[config.mk]
export PLATFORM = sky130hd
export DESIGN_NAME = calc_sequencer
export DESIGN_NICKNAME = d
export VERILOG_FILES = /design/src/rtl/calc_pkg.sv /design/src/rtl/seq_divider.sv /design/src/rtl/calc_sequencer.sv
export SDC_FILE = /design/constraint.sdc
export NUM_CORES = 1
export LEC_CHECK = 0
export ABC_AREA = 1
export CORE_MARGIN = 2
export CORE_UTILIZATION = 58
export CTS_BUF_LIST = sky130_fd_sc_hd__clkbuf_4 sky130_fd_sc_hd__clkbuf_8 sky130_fd_sc_hd__clkbuf_16
export DETAILED_ROUTE_END_ITERATION = 6
export PLACE_DENSITY_LB_ADDON = 0.08
export SLEW_MARGIN = 20
export SYNTH_ARGS = -nofsm -noshare
export SYNTH_HDL_FRONTEND = slang
export SYNTH_SLANG_ARGS = --single-unit
[constraint.sdc]
create_clock -name CLK -period 2.64 [get_ports CLK]
set_input_delay 0.264 -clock CLK [delete_from_list [all_inputs] [get_ports CLK]]
set_output_delay 0.264 -clock CLK [all_outputs]
set_load 0.005 [all_outputs]
[src/rtl/calc_pkg.sv]
`default_nettype none
// ============================================================================
// Module      : calc_pkg
// Description : Opcode, state-encoding and result-width definitions shared by
//               the calculator ALU sequencer and its divider.
// Revision    : 1.0 - initial release
// ============================================================================
package calc_pkg;

    localparam logic [2:0] c_OP_ADD  = 3'b000;
    localparam logic [2:0] c_OP_SUB  = 3'b001;
    localparam logic [2:0] c_OP_AND  = 3'b010;
    localparam logic [2:0] c_OP_OR   = 3'b011;
    localparam logic [2:0] c_OP_XOR  = 3'b100;
    localparam logic [2:0] c_OP_MUL  = 3'b101;
    localparam logic [2:0] c_OP_DIV  = 3'b110;
    localparam logic [2:0] c_OP_PASS = 3'b111;

    localparam logic [2:0] c_ST_IDLE = 3'd0;
    localparam logic [2:0] c_ST_LOAD = 3'd1;
    localparam logic [2:0] c_ST_MUL  = 3'd2;
    localparam logic [2:0] c_ST_DIV  = 3'd3;
    localparam logic [2:0] c_ST_DONE = 3'd4;

    function automatic int calc_res_width(input int width);
        return 2 * width;
    endfunction

endpackage
`default_nettype wire

[src/rtl/seq_divider.sv]
`default_nettype none
// ============================================================================
// Module      : seq_divider
// Description : Restoring-divide working registers; one quotient bit per step.
//               Next-step quotient/remainder are exposed so the sequencer can
//               capture the final step without an extra cycle.
// Revision    : 1.0 - initial release
// ============================================================================
module seq_divider #(
    parameter int WIDTH = 8
) (
    input  logic             clk,
    input  logic             rst,
    input  logic             i_start,
    input  logic             i_step,
    input  logic             i_finish,
    input  logic [WIDTH-1:0] i_dividend,
    input  logic [WIDTH-1:0] i_divisor,
    output logic [WIDTH-1:0] o_quo_nxt,
    output logic [WIDTH-1:0] o_rem_nxt
);

    logic [WIDTH-1:0] r_quo;
    logic [WIDTH-1:0] r_rem;
    logic [WIDTH-1:0] r_dvs;
    logic [WIDTH:0]   w_shift;
    logic [WIDTH:0]   w_diff;
    logic             w_ge;

    // The partial remainder is always below the divisor, so the shifted value
    // fits WIDTH+1 bits and the restored result fits WIDTH bits.
    assign w_shift   = {r_rem, r_quo[WIDTH-1]};
    assign w_ge      = (w_shift >= {1'b0, r_dvs});
    assign w_diff    = w_shift - {1'b0, r_dvs};
    assign o_rem_nxt = w_ge ? w_diff[WIDTH-1:0] : w_shift[WIDTH-1:0];
    assign o_quo_nxt = {r_quo[WIDTH-2:0], w_ge};

    always_ff @(posedge clk or posedge rst) begin
        if (rst) begin
            r_quo <= '0;
            r_rem <= '0;
            r_dvs <= '0;
        end else if (i_start) begin
            r_quo <= i_dividend;
            r_rem <= '0;
            r_dvs <= i_divisor;
        end else if (i_finish) begin
            r_quo <= '0;
            r_rem <= '0;
            r_dvs <= '0;
        end else if (i_step) begin
            r_quo <= o_quo_nxt;
            r_rem <= o_rem_nxt;
        end
    end

endmodule
`default_nettype wire

[src/rtl/calc_sequencer.sv]
`default_nettype none
// ============================================================================
// Module      : calc_sequencer
// Description : Multi-cycle ALU sequencer (single-cycle ops, shift-add
//               multiply, restoring divide). Divider built only when
//               CALC_SEQ_DIV_EN is defined.
// Revision    : 1.0 - initial release
// ============================================================================
module calc_sequencer
    import calc_pkg::*;
#(
    parameter int WIDTH = 8
) (
    input  logic                                CLK,
    input  logic                                clear,
    input  logic                                start,
    input  logic [2:0]                          MS,
    input  logic [WIDTH-1:0]                    A,
    input  logic [WIDTH-1:0]                    B,
    output logic                                busy,
    output logic                                done,
    output logic [calc_res_width(WIDTH)-1:0]    result,
    output logic                                div_err
);

    localparam int              c_RW   = calc_res_width(WIDTH);
    localparam int              c_CW   = $clog2(WIDTH + 1);
    localparam logic [c_CW-1:0] c_LAST = c_CW'(WIDTH - 1);

    logic [2:0]       r_state, w_state_nxt;
    logic             r_start_q, r_req;
    logic [WIDTH-1:0] r_a, r_b, w_a_nxt, w_b_nxt;
    logic [2:0]       r_op, w_op_nxt;
    logic [c_CW-1:0]  r_cnt, w_cnt_nxt;
    logic [c_RW-1:0]  r_acc, w_acc_nxt, w_mul_nxt;
    logic [c_RW-1:0]  r_result, w_result_nxt;
    logic             r_div_err, w_err_nxt;
    logic             r_busy, r_done;
    logic [WIDTH:0]   w_sum;

    // Accumulator holds {partial product, remaining multiplier bits}.
    assign w_sum     = {1'b0, r_acc[c_RW-1:WIDTH]} + (r_acc[0] ? {1'b0, r_b} : '0);
    assign w_mul_nxt = {w_sum, r_acc[WIDTH-1:1]};

`ifdef CALC_SEQ_DIV_EN
    logic             w_div_start, w_div_step, w_div_finish;
    logic [WIDTH-1:0] w_quo_nxt, w_rem_nxt;

    seq_divider #(.WIDTH(WIDTH)) u_div (
        .clk        (CLK),
        .rst        (clear),
        .i_start    (w_div_start),
        .i_step     (w_div_step),
        .i_finish   (w_div_finish),
        .i_dividend (r_a),
        .i_divisor  (r_b),
        .o_quo_nxt  (w_quo_nxt),
        .o_rem_nxt  (w_rem_nxt)
    );
`endif

    always_comb begin
        w_state_nxt  = r_state;
        w_a_nxt      = r_a;
        w_b_nxt      = r_b;
        w_op_nxt     = r_op;
        w_cnt_nxt    = '0;
        w_acc_nxt    = r_acc;
        w_result_nxt = r_result;
        w_err_nxt    = r_div_err;
`ifdef CALC_SEQ_DIV_EN
        w_div_start  = 1'b0;
        w_div_step   = 1'b0;
        w_div_finish = 1'b0;
`endif
        case (r_state)
            c_ST_IDLE, c_ST_DONE: begin
                if (r_req) begin
                    w_state_nxt  = c_ST_LOAD;
                    w_a_nxt      = A;
                    w_b_nxt      = B;
                    w_op_nxt     = MS;
                    w_result_nxt = '0;
                    w_err_nxt    = 1'b0;
                end
            end
            c_ST_LOAD: begin
                w_state_nxt = c_ST_DONE;
                case (r_op)
                    c_OP_ADD:  w_result_nxt = {{(WIDTH-1){1'b0}}, {1'b0, r_a} + {1'b0, r_b}};
                    c_OP_SUB:  w_result_nxt = {{WIDTH{1'b0}}, r_a} - {{WIDTH{1'b0}}, r_b};
                    c_OP_AND:  w_result_nxt = {{WIDTH{1'b0}}, r_a & r_b};
                    c_OP_OR:   w_result_nxt = {{WIDTH{1'b0}}, r_a | r_b};
                    c_OP_XOR:  w_result_nxt = {{WIDTH{1'b0}}, r_a ^ r_b};
                    c_OP_MUL: begin
                        w_acc_nxt   = {{WIDTH{1'b0}}, r_a};
                        w_state_nxt = c_ST_MUL;
                    end
                    c_OP_DIV: begin
`ifdef CALC_SEQ_DIV_EN
                        if (r_b == '0) begin
                            w_result_nxt = {r_a, {WIDTH{1'b1}}};
                            w_err_nxt    = 1'b1;
                        end else begin
                            w_div_start = 1'b1;
                            w_state_nxt = c_ST_DIV;
                        end
`else
                        w_result_nxt = '0;
                        w_err_nxt    = 1'b1;
`endif
                    end
                    default:   w_result_nxt = {{WIDTH{1'b0}}, r_a};
                endcase
            end
            c_ST_MUL: begin
                w_acc_nxt = w_mul_nxt;
                if (r_cnt == c_LAST) begin
                    w_result_nxt = w_mul_nxt;
                    w_state_nxt  = c_ST_DONE;
                end else begin
                    w_cnt_nxt = r_cnt + c_CW'(1);
                end
            end
`ifdef CALC_SEQ_DIV_EN
            c_ST_DIV: begin
                w_div_step = 1'b1;
                if (r_cnt == c_LAST) begin
                    w_result_nxt = {w_rem_nxt, w_quo_nxt};
                    w_div_finish = 1'b1;
                    w_state_nxt  = c_ST_DONE;
                end else begin
                    w_cnt_nxt = r_cnt + c_CW'(1);
                end
            end
`endif
            default: w_state_nxt = c_ST_IDLE;
        endcase
    end

    // start_q resets high so a start held across reset release is not a request.
    always_ff @(posedge CLK or posedge clear) begin
        if (clear) begin
            r_state   <= c_ST_IDLE;
            r_start_q <= 1'b1;
            r_req     <= 1'b0;
            r_a       <= '0;
            r_b       <= '0;
            r_op      <= c_OP_ADD;
            r_cnt     <= '0;
            r_acc     <= '0;
            r_result  <= '0;
            r_div_err <= 1'b0;
            r_busy    <= 1'b0;
            r_done    <= 1'b0;
        end else begin
            r_start_q <= start;
            r_req     <= start & ~r_start_q;
            r_state   <= w_state_nxt;
            r_a       <= w_a_nxt;
            r_b       <= w_b_nxt;
            r_op      <= w_op_nxt;
            r_cnt     <= w_cnt_nxt;
            r_acc     <= w_acc_nxt;
            r_result  <= w_result_nxt;
            r_div_err <= w_err_nxt;
            r_busy    <= (w_state_nxt == c_ST_LOAD) || (w_state_nxt == c_ST_MUL) ||
                         (w_state_nxt == c_ST_DIV);
            r_done    <= (w_state_nxt == c_ST_DONE);
        end
    end

    assign busy    = r_busy;
    assign done    = r_done;
    assign result  = r_result;
    assign div_err = r_div_err;

endmodule
`default_nettype wire

* After elaboration in Yosys (flattened, before gate mapping)
Index checks and enable logic that the tools add are counted.
** Word-level totals
- Input bits :: 22
- Register bits :: 63
- Output and inout bits :: 19
** Operators by class
- Multiplexer cells :: 16
- $add $sub $neg :: 4
- Bitwise gates (word level) :: 5
- Reductions and logical operators :: 12
- Equal/unequal tests :: 19
** Operator list (count)
- case mux 16 bit (7 select lines) :: 1
- two-way mux 16 bit :: 3
- case mux 16 bit (3 select lines) :: 1
- case mux 16 bit (2 select lines) :: 1
- adder 8 x 8 -> 9 bit :: 2
- equality test 3 x 2 -> 1 bit (second input constant) :: 5
- equality test 3 bit (second input constant) :: 5
- equality test 3 x 1 -> 1 bit (second input constant) :: 3
- two-way mux 3 bit :: 3
- case mux 3 bit (3 select lines) :: 1
- subtractor 8 x 8 -> 9 bit :: 1
- AND 8 bit :: 1
- two-way mux 4 bit :: 2
- two-way mux 8 bit :: 1
- inequality test 2 bit (second input constant) :: 4
- OR 8 bit :: 1
- XOR 8 bit :: 1
- logical NOT 3 bit :: 2
- adder 4 x 1 -> 4 bit (second input constant) :: 1
- equality test 4 x 3 -> 1 bit (second input constant) :: 1
- AND reduction 2 bit :: 2
- AND reduction 4 bit :: 1
- nonzero test 2 bit :: 2
- AND reduction 3 bit :: 1
- other kinds (8) :: 10

* Logic depth before layout (Yosys ltp)
- Depth after elaboration :: 6
- Gate-level depth with buffers :: 14
- Gate-level depth less buffers :: 13

* Worst setup path before layout
No wires, ideal clock.
- Path kind :: register -> register
- Start point :: reg r_acc[0]
- End point :: reg r_result[15] (netlist: result[15])
- Clock period less this slack :: 1.904 ns
- Cell stages (with the launch flop) :: 11
- Setup time :: 0.135 ns
- Buffers on the path :: 1
- Slack :: 0.736 ns
- Arrival time :: 1.770 ns
- Path through :: dfrtp_1 clkbuf_1 nand2_1 inv_1 ha_1 fa_1 nand3_1 nand2_1 nor3b_1 o21ai_0 a31oi_1
** Between the ends
- Cells in the longest elaborated chain, start to end :: 4
** RTL lines
- start, declared :: RTL line calc_sequencer.sv:35 : logic [c_RW-1:0] r_acc, w_acc_nxt, w_mul_nxt;
- start signal, assigned :: RTL line calc_sequencer.sv:164 : r_acc <= w_acc_nxt;
- two-way mux 8 bit :: RTL line calc_sequencer.sv:42 : assign w_sum = {1'b0, r_acc[c_RW-1:WIDTH]} + (r_acc[0] ? {1'b0, r_b} : '0);
- adder 8 x 8 -> 9 bit :: RTL line calc_sequencer.sv:42
- two-way mux 16 bit :: RTL line calc_sequencer.sv:118 : if (r_cnt == c_LAST) begin
- case mux 16 bit (3 select lines) :: RTL line calc_sequencer.sv:76 : case (r_state)
- end signal, assigned :: RTL line calc_sequencer.sv:165 : r_result <= w_result_nxt;
- end, declared :: RTL line calc_sequencer.sv:36 : logic [c_RW-1:0] r_result, w_result_nxt;
Every way passes these cells. The select of a mux whose other input is x is not followed.
A chain may end at the register's enable or synchronous reset.

* Final worst setup path
Same ends and word-level chain as after synthesis.

==> flow_metrics.env <==
export IMPL_status="finished, final reports clean"
export IMPL_p_total_uw=4045
export IMPL_final_core_util_pct=70.46
export IMPL_clock_latency_ns=0.35
export IMPL_synth_edff_count=0
export IMPL_fp_dieH_um=88.41
export IMPL_grt_ovfl_total=0
export IMPL_finalWirelength_um=11130
export IMPL_numCtsBuffers=9
export IMPL_clockBufferDepth=2
export IMPL_postSynthAreaPerCell_um2=7.611
export IMPL_netlist_area_um2=4133
export IMPL_stdcell_area_um2=4813
export IMPL_p_leak_uw=0.002450
export IMPL_hp_class="in2async"
export IMPL_slew_headroom_pct=58.01
export IMPL_clk_pin_slew_ns=0.07
export IMPL_start_util_pct=60.49
export IMPL_via_count=3919
export IMPL_grtUsageTotal_pct=30.88
export IMPL_crit_chain="nand2_1 > inv_1 > ha_1 > fa_1 > nand3_1 > nand2_1 > nor3b_1 > o21ai_0 > a31oi_1"
export IMPL_cts_setup_buffers=0
export IMPL_layout_common_cells="130 x nand2_1, 66 x inv_1, 62 x dfrtp_1"
export IMPL_synth_xor_area_share_pct=0.6358
export IMPL_nets=642
export IMPL_pin_count=41
export IMPL_cp_slowest_cell="dfrtp_1"
export IMPL_fin_setup_tns_ns=0
export IMPL_placed_area_um2=4606
export IMPL_syn_nets=602
export IMPL_cts_resized_gates=0
export IMPL_ant_nets=0
export IMPL_drc_errors=0
export IMPL_worst_pin_slew_ns=0.6292
export IMPL_rr_worst_depth=9
export IMPL_synth_compound_area_share_pct=14.62
export IMPL_yosysSeqAreaShare_pct=38.18
export IMPL_critical_path_max_stage_delay_ns=0.52
export IMPL_crit_arrival_ns=2.40
export IMPL_floorplan_rows=30
export IMPL_setup_viol=0
export IMPL_synth_cells=543
export IMPL_diodes=0
export IMPL_synthMuxAreaShare_pct=0
export IMPL_cts_tree="done"
export IMPL_firstDrtPassIters=7
export IMPL_htree_levels=3
export IMPL_cts_hold_buf=0
export IMPL_die_area_um2=7816
export IMPL_cap_violations=0
export IMPL_cp_required_ns=2.85
export IMPL_antenna_found_initial=0
export IMPL_place_port_buffers=40
export IMPL_seqCellArea_um2=1578
export IMPL_areaGrowthSynthToFinish_pct=16.47
export IMPL_die_x_um=88.41
export IMPL_clock_sinks=63
export IMPL_ys_warn_count=0
export IMPL_synth_ff_type="dfrtp_1"
export IMPL_vdd_drop_max_mv=0.3810
export IMPL_wl_per_cell_um=16.26
export IMPL_crit_cells=9
export IMPL_grt_start_max_net_pins=44
export IMPL_crit_path_max_fanout=9
export IMPL_dpl_hpwl_um=8277
export IMPL_synth_top_family_by_area="simple AND/OR/NAND/NOR gates"
export IMPL_drtIter0Drc=246
export IMPL_routabilityCongestion=1.002
export IMPL_start_kind="flop"
export IMPL_min_period_ns=2.184
export IMPL_crit_type="reg2reg"
export IMPL_multi_input_area_um2=2196
export IMPL_async_flop_share_pct=100.0
export IMPL_stdcell_count=684
export IMPL_fmax_mhz=457.8
export IMPL_final_max_slew_viol_count=0
export IMPL_placed_cells=668
export IMPL_cp_top_family="adder cells"
export IMPL_yosysUniqueCellTypes=38
export IMPL_grt_pass1_wl_um=18320
export IMPL_synth_seq_cells=63
export IMPL_final_common_cell="nand2_1"
export IMPL_post_route_period_util_pct=82.74
export IMPL_hold_viol=0
export IMPL_grt_pass1_vias=3819
export IMPL_grt_setup_unrepaired="false"
export IMPL_clock_skew_ns=0.01370
export IMPL_cpMostUsedCell="nand2_1"
export IMPL_fillCellCount=622
export IMPL_drive_above_1_share_pct=6.122
export IMPL_synthSimpleGateAreaFrac_pct=26.07
export IMPL_viasPerCell=5.730
export IMPL_cp_end_kind="flop"
export IMPL_powerDensity_nw_per_um2=840.5
export IMPL_core_area_um2=6832
export IMPL_clockRootBuffer="clkbuf_8"
export IMPL_critPathBufInv=1
export IMPL_synthAdderAreaFrac_pct=11.75
==> flip-flops by register name, indices dropped and copies added, names as in the netlist <==
signal and flops:
busy 1, div_err 1, done 1, r_a 8, r_acc 16, r_b 8, r_cnt 4, r_op 3
r_req 1, r_start_q 1, r_state 3, result 16
==> routing by layer <==
metal,share of wire (%),global-route usage [%]
met1,44,40.56
met2,48,50.03
met3,6.6,7.369
met4,1.8,11.16
met5,0,0
==> where the power goes <==
part	switching, uW	leakage [uW]	total [uW]	internal [uW]
Sequential	243	0.000788	1460	1220
Clock	393	0.000104	880	487
Combinational	1010	0.00156	1710	690
Total	1650	0.00245	4050	2390
==> layout make-up <==
class                           instances  area share (%)
Tap cell                               96           2.495
Clock inverter                          4           1.144
Sequential cell                        63           32.78
Timing Repair Buffer                   43           9.046
Multi-Input combinational cell        394           45.62
Clock buffer                           12           3.171
Inverter                               72           5.745
==> through the flow <==
| step | worst slack (ns) | hold slack (ns) |
|---|---|---|
| final | 0.4556 | 0.2592 |
| after global routing | 0.3044 | 0.2926 |
| after CTS | 0.4639 | 0.2727 |
| after detailed placement | 0.4844 | 0.4527 |
| after global placement | 0.5256 | 0.4479 |
| after floorplan | 0.7356 | 0.2685 |
==> final timing paths <==
check / to / start / slack (ns)
max: result[15] / r_acc[0] / 0.46
min: r_cnt[2] / clear / 0.26
max reg2reg: result[15] / r_acc[0] / 0.46
min reg2reg: r_cnt[0] / r_cnt[0] / 0.46
max in group asynchronous: r_a[7] / clear / 1.79
min in group CLK: r_start_q / start / 0.34
==> kinds of logic after synthesis <==
kind of cell,count (synthesis)
DFF,63
xor gates and xnor gates,3
AOI/OAI and AO/OA,108
and+or+nand+nor,246
adders and majority gates,37
buffers and inverters,86
==> cell usage after synthesis, types with 3 or more instances <==
master | n | area share (%)
nor3_1 | 3 | 0.36
clkbuf_1 | 8 | 0.73
nand3_1 | 40 | 4.8
a21oi_1 | 36 | 4.4
nand2_1 | 130 | 12
ha_1 | 34 | 10
o211ai_1 | 5 | 0.91
inv_2 | 3 | 0.27
nand4_1 | 10 | 1.5
inv_1 | 67 | 6.1
o22ai_1 | 4 | 0.61
dfrtp_1 | 62 | 38
fa_1 | 3 | 1.5
nor2_1 | 53 | 4.8
a31oi_1 | 17 | 2.6
xor2_1 | 3 | 0.64
o21ai_0 | 38 | 4.6
Note: power is estimated with default switching activity, not from simulation.
